**src/rtl/i2c_mon_pkg.sv**
```systemverilog
// i2c_mon_pkg
// Shared definitions for the passive I2C bus monitor: the FSM state
// encoding, the bit counter width, and the index of the ACK slot within a
// 9-clock byte frame.
package i2c_mon_pkg;

    typedef enum logic [1:0] {
        IDLE      = 2'd0,
        ADDR_BITS = 2'd1,
        DATA_BITS = 2'd2
    } mon_state_t;

    localparam int BIT_CNT_W = 4;
    localparam logic [BIT_CNT_W-1:0] ACK_BIT_IDX = 4'd8;

endpackage

```
**src/rtl/i2c_line_filter.sv**
```systemverilog
// i2c_line_filter
// Brings one raw, asynchronous I2C line into the clk domain and optionally
// deglitches it.
//   clk       in  system clock
//   reset     in  synchronous, active-high reset (line reads as idle-high)
//   raw_line  in  raw scl or sda level, asynchronous to clk
//   filt_line out synchronised (and, with the filter built in, debounced) level
// Build option: I2C_MON_GLITCH_FILTER_EN adds a counter that only accepts a
// new level after FILT_LEN consecutive identical synchronised samples.
// Without it the output is the synchroniser output and FILT_LEN is unused.
module i2c_line_filter #(
    parameter int FILT_LEN = 3,
    parameter int SYNC_LEN = 2
) (
    input  logic clk,
    input  logic reset,
    input  logic raw_line,
    output logic filt_line
);

    logic [SYNC_LEN-1:0] sync_q;
    logic                synced;

    // Reject parameter values the structure below cannot support.
    if (FILT_LEN < 1 || SYNC_LEN < 2) begin : g_param_check
        $error("i2c_line_filter: FILT_LEN must be >= 1 and SYNC_LEN >= 2");
    end

    // Synchroniser chain; resets to 1 so the bus reads as idle after reset.
    always_ff @(posedge clk) begin
        if (reset) begin
            sync_q <= '1;
        end else begin
            sync_q <= {sync_q[SYNC_LEN-2:0], raw_line};
        end
    end

    assign synced = sync_q[SYNC_LEN-1];

`ifdef I2C_MON_GLITCH_FILTER_EN
    localparam int CNT_W = (FILT_LEN > 1) ? $clog2(FILT_LEN + 1) : 1;

    logic [CNT_W-1:0] cnt_q;
    logic             filt_q;

    // Count how long the synchronised level has disagreed with the accepted
    // level; any agreement restarts the count, so short pulses never land.
    always_ff @(posedge clk) begin
        if (reset) begin
            cnt_q  <= '0;
            filt_q <= 1'b1;
        end else if (synced == filt_q) begin
            cnt_q <= '0;
        end else if (cnt_q == CNT_W'(FILT_LEN - 1)) begin
            cnt_q  <= '0;
            filt_q <= synced;
        end else begin
            cnt_q <= cnt_q + 1'b1;
        end
    end

    assign filt_line = filt_q;
`else
    assign filt_line = synced;
`endif

endmodule

```
**src/rtl/i2c_bus_monitor.sv**
```systemverilog
// i2c_bus_monitor
// Passive I2C sniffer. Detects START/STOP, deserialises each byte plus its
// ACK slot and offers it on a single-entry valid/ready byte stream. It never
// drives the bus.
//   clk        in  system clock
//   reset      in  synchronous, active-high reset
//   scl, sda   in  raw I2C lines, asynchronous to clk
//   byte_data  out captured byte (MSB first on the wire)
//   byte_addr  out byte is the first after START / repeated START
//   byte_nack  out ACK-slot level (1 = NACK)
//   byte_valid out byte_* fields valid, held until accepted
//   byte_ready in  consumer accepts when byte_valid && byte_ready
//   start_det  out one-cycle pulse on START or repeated START
//   stop_det   out one-cycle pulse on STOP
//   overrun    out sticky: a completed byte was dropped
// Build option: I2C_MON_GLITCH_FILTER_EN enables the per-line glitch filter
// inside i2c_line_filter.
module i2c_bus_monitor
    import i2c_mon_pkg::*;
#(
    parameter int FILT_LEN = 3,
    parameter int SYNC_LEN = 2
) (
    input  logic       clk,
    input  logic       reset,
    input  logic       scl,
    input  logic       sda,
    output logic [7:0] byte_data,
    output logic       byte_addr,
    output logic       byte_nack,
    output logic       byte_valid,
    input  logic       byte_ready,
    output logic       start_det,
    output logic       stop_det,
    output logic       overrun
);

    logic fscl;
    logic fsda;
    logic fscl_d;
    logic fsda_d;
    logic scl_rise;
    logic start_cond;
    logic stop_cond;

    mon_state_t           state_q;
    mon_state_t           state_d;
    logic [BIT_CNT_W-1:0] bit_cnt_q;
    logic [BIT_CNT_W-1:0] bit_cnt_d;
    logic                 shift_en;
    logic                 ack_en;

    logic [7:0] sreg_q;
    logic       pend_q;
    logic [7:0] pend_data_q;
    logic       pend_addr_q;
    logic       pend_nack_q;

    i2c_line_filter #(
        .FILT_LEN (FILT_LEN),
        .SYNC_LEN (SYNC_LEN)
    ) u_scl_filter (
        .clk       (clk),
        .reset     (reset),
        .raw_line  (scl),
        .filt_line (fscl)
    );

    i2c_line_filter #(
        .FILT_LEN (FILT_LEN),
        .SYNC_LEN (SYNC_LEN)
    ) u_sda_filter (
        .clk       (clk),
        .reset     (reset),
        .raw_line  (sda),
        .filt_line (fsda)
    );

    // One-cycle delayed copies for edge detection; idle-high after reset so
    // a line that is already low is not mistaken for a START.
    always_ff @(posedge clk) begin
        if (reset) begin
            fscl_d <= 1'b1;
            fsda_d <= 1'b1;
        end else begin
            fscl_d <= fscl;
            fsda_d <= fsda;
        end
    end

    assign scl_rise   = fscl & ~fscl_d;
    assign start_cond = fscl & fsda_d & ~fsda;
    assign stop_cond  = fscl & ~fsda_d & fsda;

    always_ff @(posedge clk) begin
        if (reset) begin
            state_q   <= IDLE;
            bit_cnt_q <= '0;
        end else begin
            state_q   <= state_d;
            bit_cnt_q <= bit_cnt_d;
        end
    end

    // START/STOP take priority and restart framing, which silently drops any
    // partial byte. Clock edges in IDLE are ignored so that traffic caught
    // mid-transfer after reset never produces a byte.
    always_comb begin
        state_d   = state_q;
        bit_cnt_d = bit_cnt_q;
        shift_en  = 1'b0;
        ack_en    = 1'b0;
        if (start_cond) begin
            state_d   = ADDR_BITS;
            bit_cnt_d = '0;
        end else if (stop_cond) begin
            state_d   = IDLE;
            bit_cnt_d = '0;
        end else if (scl_rise && (state_q != IDLE)) begin
            if (bit_cnt_q == ACK_BIT_IDX) begin
                ack_en    = 1'b1;
                bit_cnt_d = '0;
                state_d   = DATA_BITS;
            end else begin
                shift_en  = 1'b1;
                bit_cnt_d = bit_cnt_q + 1'b1;
            end
        end
    end

    // Shift data bits in MSB first; on the ACK clock stage the finished byte
    // for hand-off to the output register in the following cycle.
    always_ff @(posedge clk) begin
        if (reset) begin
            sreg_q      <= '0;
            pend_q      <= 1'b0;
            pend_data_q <= '0;
            pend_addr_q <= 1'b0;
            pend_nack_q <= 1'b0;
        end else begin
            pend_q <= ack_en;
            if (shift_en) begin
                sreg_q <= {sreg_q[6:0], fsda};
            end
            if (ack_en) begin
                pend_data_q <= sreg_q;
                pend_addr_q <= (state_q == ADDR_BITS);
                pend_nack_q <= fsda;
            end
        end
    end

    // Single-entry output register. A pop and a load may share a cycle; a
    // byte that finds the register still full is dropped and flagged.
    always_ff @(posedge clk) begin
        if (reset) begin
            byte_data  <= '0;
            byte_addr  <= 1'b0;
            byte_nack  <= 1'b0;
            byte_valid <= 1'b0;
            start_det  <= 1'b0;
            stop_det   <= 1'b0;
            overrun    <= 1'b0;
        end else begin
            start_det <= start_cond;
            stop_det  <= stop_cond;
            if (pend_q) begin
                if (!byte_valid || byte_ready) begin
                    byte_data  <= pend_data_q;
                    byte_addr  <= pend_addr_q;
                    byte_nack  <= pend_nack_q;
                    byte_valid <= 1'b1;
                end else begin
                    overrun <= 1'b1;
                end
            end else if (byte_valid && byte_ready) begin
                byte_valid <= 1'b0;
            end
        end
    end

endmodule

```
**config.mk**
```make
export PLATFORM = sky130hd
export DESIGN_NAME = i2c_bus_monitor
export DESIGN_NICKNAME = d
export VERILOG_FILES = /design/src/rtl/i2c_mon_pkg.sv /design/src/rtl/i2c_line_filter.sv /design/src/rtl/i2c_bus_monitor.sv
export SDC_FILE = /design/constraint.sdc
export NUM_CORES = 1
export LEC_CHECK = 0
export ABC_AREA = 1
export BUFFER_PORTS_ARGS = -buffer_cell sky130_fd_sc_hd__buf_2
export CAP_MARGIN = 30
export CORE_UTILIZATION = 30
export DETAILED_ROUTE_END_ITERATION = 8
export GPL_ROUTABILITY_DRIVEN = 1
export GPL_TIMING_DRIVEN = 0
export MAX_ROUTING_LAYER = met4
export SETUP_SLACK_MARGIN = 0.02
export SLEW_MARGIN = 20
export SYNTH_ARGS = -nofsm -noshare
export SYNTH_HDL_FRONTEND = slang
export SYNTH_SLANG_ARGS = --single-unit
```
**constraint.sdc**
```tcl
create_clock -name clk -period 1.8 [get_ports clk]
set_clock_uncertainty 0.1 [all_clocks]
set_input_delay 0.36 -clock clk [delete_from_list [all_inputs] [get_ports clk]]
set_output_delay 0.36 -clock clk [all_outputs]
set_load 0.05 [all_outputs]
```
Word level (Yosys, flattened, before mapping) --
Index checks and enable logic that the tools add are counted. Widths: inputs -> output; s select.
Word-level totals: word-level logic and storage cells 62, output and inout port bits 14, bits in registers 45, input port bits 5
Operators by class: muxes and demuxes 16, eq/ne operators 3, reductions and logical operators 14, add/subtract/negate cells 1, bitwise logic cells 9
Operators with widths (count):
- $mux 1 | 15
- $reduce_and 2->1 | 5
- $reduce_bool 3->1 | 2
- $and 1x1->1 | 5
- $add 4x1->4 const B | 1
- $eq 4x4->1 const B | 1
- $mux 4 | 1
- $not 1->1 | 4
- $reduce_bool 2->1 | 2
- $reduce_or 3->1 | 1
- $eq 2x1->1 const B | 1
- $logic_and 1x1->1 | 2
- $ne 2x1->1 const B | 1
- $logic_not 1->1 | 1
- $logic_or 1x1->1 | 1

Logic depth before layout (Yosys ltp) --
depth in word-level cells 6, mapped depth 8, depth with buffers taken out 8

Cells and area by module --
From an unflattened synthesis, not the netlist that was laid out.
Second synthesis, totals: cell total of the unflattened synthesis 223, area, all modules 1754.2 µm²
By module, submodules not included:
- i2c_bus_monitor | cells each 209, area an instance 1636.6 µm², seq. area each 820.8 µm², times used 1
- i2c_line_filter | cells each 7, area an instance 58.8 µm², seq. area each 40.0 µm², times used 2

Worst setup path after synthesis --
Ideal clock, no wire load.
kind reg-to-reg, start point register byte_valid, end point register byte_addr, buffers on the path 0, period minus slack after synthesis 1413 ps, cell stages (with the launch flop) 6, path slack 387 ps, arrival 1197 ps, setup time 116 ps, required time 1584 ps, path through dfxtp_1 > nand2_1 > nand2_1 > clkinv_1 > nor2_1 > nor2_1
On the way: longest elaborated chain between the ends 3
Ends and longest elaborated chain:
- from (decl) | RTL line i2c_bus_monitor.sv:31 | output logic byte_valid,
- from (signal assigned) | RTL line i2c_bus_monitor.sv:160 | byte_valid <= 1'b0;
- from (signal assigned) | RTL line i2c_bus_monitor.sv:172 | byte_valid <= 1'b1;
- from (signal assigned) | RTL line i2c_bus_monitor.sv:177 | byte_valid <= 1'b0;
- $logic_not 1->1 | RTL line i2c_bus_monitor.sv:168 | if (!byte_valid || byte_ready) begin
- $logic_or 1x1->1 | RTL line i2c_bus_monitor.sv:168
- $reduce_and 2->1 (no source line)
- to (signal assigned) | RTL line i2c_bus_monitor.sv:170 | byte_addr <= pend_addr_q;
- to (decl) | RTL line i2c_bus_monitor.sv:29 | output logic byte_addr,
No other way between the ends. A chain may end at the register's enable or synchronous reset.

Worst setup path in the final report --
start point register bit_cnt_q[0], end point register pend_addr_q
On the way: longest elaborated chain between the ends 5
Ends and longest elaborated chain:
- from (decl) | RTL line i2c_bus_monitor.sv:48 | logic [BIT_CNT_W-1:0] bit_cnt_q;
- from (signal assigned) | RTL line i2c_bus_monitor.sv:101 | bit_cnt_q <= bit_cnt_d;
- $eq 4x4->1 | RTL line i2c_bus_monitor.sv:120 | if (bit_cnt_q == ACK_BIT_IDX) begin
- $mux 1 | RTL line i2c_bus_monitor.sv:120
- $mux 1 | RTL line i2c_bus_monitor.sv:119 | end else if (scl_rise && (state_q != IDLE)) begin
- $mux 1 | RTL line i2c_bus_monitor.sv:116 | end else if (stop_cond) begin
- $mux 1 | RTL line i2c_bus_monitor.sv:113 | if (start_cond) begin
- to (signal assigned) | RTL line i2c_bus_monitor.sv:147 | pend_addr_q <= (state_q == ADDR_BITS);
- to (decl) | RTL line i2c_bus_monitor.sv:56 | logic pend_addr_q;
No other way between the ends.

==> out/qor_table.md <==
| Item | Value | Unit |
| --- | --- | --- |
| Outcome | finished, final reports clean | - |
| Crit path launch | bit_cnt_q[0]$_SDFFE_PP0N_ | - |
| Layout cell share with drive strength beyond 1 | 19.5 | % |
| Most used flip-flop cell after synthesis | sky130_fd_sc_hd__dfxtp_1 | - |
| Crit path largest cell delay | 0.35 | ns |
| Number of optimization iterations in the first detailed-route pass | 4 | - |
| Number of antenna-violating nets in the routed design | 0 | - |
| Total clock sinks | 45 | - |
| Portion of the clock cycle consumed by the worst path in the final layout | 82.6 | % |
| Critical Path Sink Type | flip-flop | - |
| Post-synth ARST share | 0 | % |
| Post-Syn Area | 1810 | um^2 |
| Final Instance Area | 2090 | um^2 |
| Ports | 19 | - |
| Placement row count | 27 | - |
| Post-synth top area share | 49.7 | % |
| Area of the core region | 5680 | um^2 |
| First-pass GRT wire length | 5380 | um |
| Clock slew at the register clock pins of the worst setup and hold paths | 0.08 | ns |
| Final WS setup | 0.314 | ns |
| Global route overflow | 0 | - |
| Launch instance of the worst register-to-register path | bit_cnt_q[0]$_SDFFE_PP0N_ | - |
| Minimum clock period after layout | 1.49 | ns |
| Worst-skew pair later-pin latency | 0.29 | ns |
| Crit path depth | 8 | - |
| Worst-case setup slack after placement | 0.325 | ns |
| Hold bufs inserted after CTS | 0 | - |
| # resized after CTS | 0 | - |
| Max-slew headroom at the worst pin | 79.1 | % |
| Root cell of the clock tree | sky130_fd_sc_hd__clkbuf_8 | - |
| Number of DRC markers in iteration 0 | 68 | - |
| Overall die height | 79.7 | um |
| Kind of start point of the critical path | flip-flop | - |
| MaxCap Viol Count | 0 | - |
| Via total after detailed routing | 1395 | - |
| H-tree depth | 2 | - |
| TritonCTS clock tree | done | - |
| Power density over cell area | 843 | nW/um^2 |
| Post-synth cell types | 24 | - |
| Hold slack | 0.141 | ns |
| Mean number of vias per cell | 4.19 | - |
| Area of placed instances | 1990 | um^2 |
| Via count of the first global-routing pass | 1274 | - |
| Sequential element share of the synthesized area | 49.7 | % |
| Signed area change from the synthesized netlist to the final layout | 15.5 | % |
| Total clock buffers created by CTS | 5 | - |
| Number of buffers inserted by port buffering | 18 | - |
| IR Drop Worst-Case VDD | 0.332 | mV |
| Unrepaired setup endpoints after global routing | no | - |
| Post-DP HPWL | 2150 | um |
| Slowest cell on the critical path | sky130_fd_sc_hd__dfxtp_1 | - |
| Setup Buffers After CTS | 0 | - |
| Depth of the worst register-to-register path | 8 | - |
| Flops & latches, synth | 45 | - |
| Final count of hold timing violations | 0 | - |
| Summed negative setup slack over all endpoints | 0 | ns |
| Highest attainable clock frequency | 673 | MHz |
| Finished Layout Cells | 333 | - |
| Gr usage total | 11.1 | % |
| Last weighted congestion value of the routability-driven placer | 0.780 | - |
| Final-report max-slew violation count | 0 | - |
| Number of warning messages in the yosys log | 0 | - |
| R2r endpoint | pend_addr_q$_SDFFE_PP0P_ | - |
| Setup slack, reg-to-reg | 0.31 | ns |
| Largest net degree at the start of global routing | 14 | - |
| Number of instances in the placed design | 325 | - |
| Antenna Cells | 0 | - |
| Mean post-synth cell area | 7.71 | um^2 |
| Initial standard-cell utilization of the core | 31.9 | % |
| Buffers & Inverters on Critical Path | 1 | - |
| CP Cell Sequence | inv_1 -> ha_1 -> nand2_1 -> nor2_4 -> nand2_4 -> nor2_8 -> nor2_1 -> nor2_1 | - |
| CP delay by family, top | simple AND/OR/NAND/NOR gates | - |
| Final wirelength | 2970 | um |
| EDFF count, synth | 0 | - |
| Syn Inst Count | 235 | - |
| Leakage power | 0.901 | nW |
| Routed WL per cell | 8.92 | um |
| Fill cell instance count of the final layout | 604 | - |
| Most common library cells after synthesis | sky130_fd_sc_hd__nor2_1 (67), sky130_fd_sc_hd__dfxtp_1 (45), sky130_fd_sc_hd__nand2_1 (36), sky130_fd_sc_hd__nand3_1 (23), sky130_fd_sc_hd__inv_1 (17) | - |
| Synthesized Nets | 242 | - |
| Worst Path Max Fanout | 10 | - |
| Number of nets at the end of the flow | 267 | - |
| Number of buffers on the longest clock path | 2 | - |
| Cell repeated most along the worst path | sky130_fd_sc_hd__nor2_1 | - |
| Library cell with the highest instance count after synthesis | sky130_fd_sc_hd__nor2_1 | - |
| Area taken by multi-input logic gates | 806 | um^2 |
| Required @ worst endpoint | 1.93 | ns |
| DIE AREA | 6350 | um^2 |
| Combined flip-flop and latch cell area | 901 | um^2 |
| Number of endpoints failing setup at the final stage | 0 | - |
| Most area-consuming cells after synthesis | sky130_fd_sc_hd__dfxtp_1 (50%), sky130_fd_sc_hd__nor2_1 (14%), sky130_fd_sc_hd__nand2_1 (7.5%), sky130_fd_sc_hd__nand3_1 (6.4%), sky130_fd_sc_hd__inv_1 (3.5%) | - |
| Width of the chip | 79.7 | um |
| Slew at the pin closest to its max-slew limit | 0.313 | ns |
| Remaining routing DRC violations | 0 | - |
| Critical Path Sink | pend_addr_q$_SDFFE_PP0P_ | - |
| Library cell occupying the most area in the post-synthesis netlist | sky130_fd_sc_hd__dfxtp_1 | - |
| Initial antenna violation count | 0 | - |
| Hold WC Path Type | in2reg | - |
| Kind of critical path | reg2reg | - |
| Critical path arrival | 1.62 | ns |
[placed cells by master (no fill, tap or decap), drive strengths merged]
| cell | n |
|---|---|
| a21oi | 5 |
| nand3b | 1 |
| ha | 2 |
| o21ai | 10 |
| dfxtp | 45 |
| o21bai | 1 |
| nand3 | 24 |
| inv | 19 |
| nor2 | 74 |
| clkinv | 2 |
| clkbuf | 9 |
| buf | 22 |
| or2 | 4 |
| o21a | 1 |
| nand2 | 42 |
[final cells by class]
type	instances	area share [%]
sequential	45	43.0
multi-input combinational	164	38.5
clock buffer	7	4.60
timing repair buffer	18	4.30
tap	72	4.30
inverter	20	3.59
buffer	6	1.43
clock inverter	1	0.239
[worst register-to-register path, stage by stage, from the launching register on]
cell and delay [ns]:
sky130_fd_sc_hd__dfxtp_1 0.35, sky130_fd_sc_hd__inv_1 0.09, sky130_fd_sc_hd__ha_1 0.18, sky130_fd_sc_hd__nand2_1 0.09, sky130_fd_sc_hd__nor2_4 0.18, sky130_fd_sc_hd__nand2_4 0.12, sky130_fd_sc_hd__nor2_8 0.16, sky130_fd_sc_hd__nor2_1 0.06
sky130_fd_sc_hd__nor2_1 0.09
[cells by family (layout without fill, tap and decap cells)]
group / Yosys count / after routing / synth area share (%)
and+or+nand+nor: 145 / 145 / 37.9
DFF: 45 / 45 / 49.7
buffers and inverters: 26 / 52 / 5.80
AOI/OAI and AO/OA: 17 / 17 / 5.18
adders and majority gates: 2 / 2 / 1.38
[how the worst min path moves through the flow]
| stage | slack (ns) | from | depth (start not counted) | to |
|---|---|---|---|---|
| after CTS | 0.13 | sda | 2 | u_sda_filter.sync_q[0]$_SDFF_PP1_ |
| final | 0.14 | sda | 2 | u_sda_filter.sync_q[0]$_SDFF_PP1_ |
| after global routing | 0.13 | sda | 2 | u_sda_filter.sync_q[0]$_SDFF_PP1_ |
| after detailed placement | 0.29 | u_sda_filter.sync_q[0]$_SDFF_PP1_ | 1 | u_sda_filter.sync_q[1]$_SDFF_PP1_ |
| after floorplan | 0.29 | u_scl_filter.sync_q[0]$_SDFF_PP1_ | 1 | u_scl_filter.sync_q[1]$_SDFF_PP1_ |
| after global placement | 0.29 | u_scl_filter.sync_q[0]$_SDFF_PP1_ | 1 | u_scl_filter.sync_q[1]$_SDFF_PP1_ |
[power by group]
| group | internal [mW] | leakage (nW) | switching, mW | total (mW) |
|---|---|---|---|---|
| sequential | 1.00 | 0.364 | 0.00545 | 1.01 |
| combinational | 0.0259 | 0.483 | 0.0521 | 0.0779 |
| clock | 0.347 | 0.0542 | 0.332 | 0.679 |
[through the flow]
step / power (mW) / utilization, %
3_3_place_gp: 1.11 / 35.1
4_1_cts: 1.79 / 36.9
6_report: 1.77 / 36.9
3_5_place_dp: 1.11 / 35.1
2_1_floorplan: 1.09 / -
5_1_grt: 1.84 / 36.9
[registers in the layout (all words and copies together) (netlist names)]
register and cells:
bit_cnt_q 4, pend_q 1, overrun 1, u_scl_filter.sync_q 2
fscl_d 1, byte_data 8, sreg_q 8, stop_det 1
byte_nack 1, state_q 2, byte_valid 1, fsda_d 1
start_det 1, u_sda_filter.sync_q 2, pend_nack_q 1, byte_addr 1
pend_data_q 8, pend_addr_q 1
[routing by layer]
layer / vias up / share of wire (%) / global-route usage, %
met1: 592 / 53 / 12.5
met2: 25 / 43 / 18.3
li1: 776 / - / -
met3: 2 / 3.6 / 3.43
met4: 0 / 0.91 / 4.36
met5: - / 0 / -
Note: power is estimated with default switching activity, not from simulation.
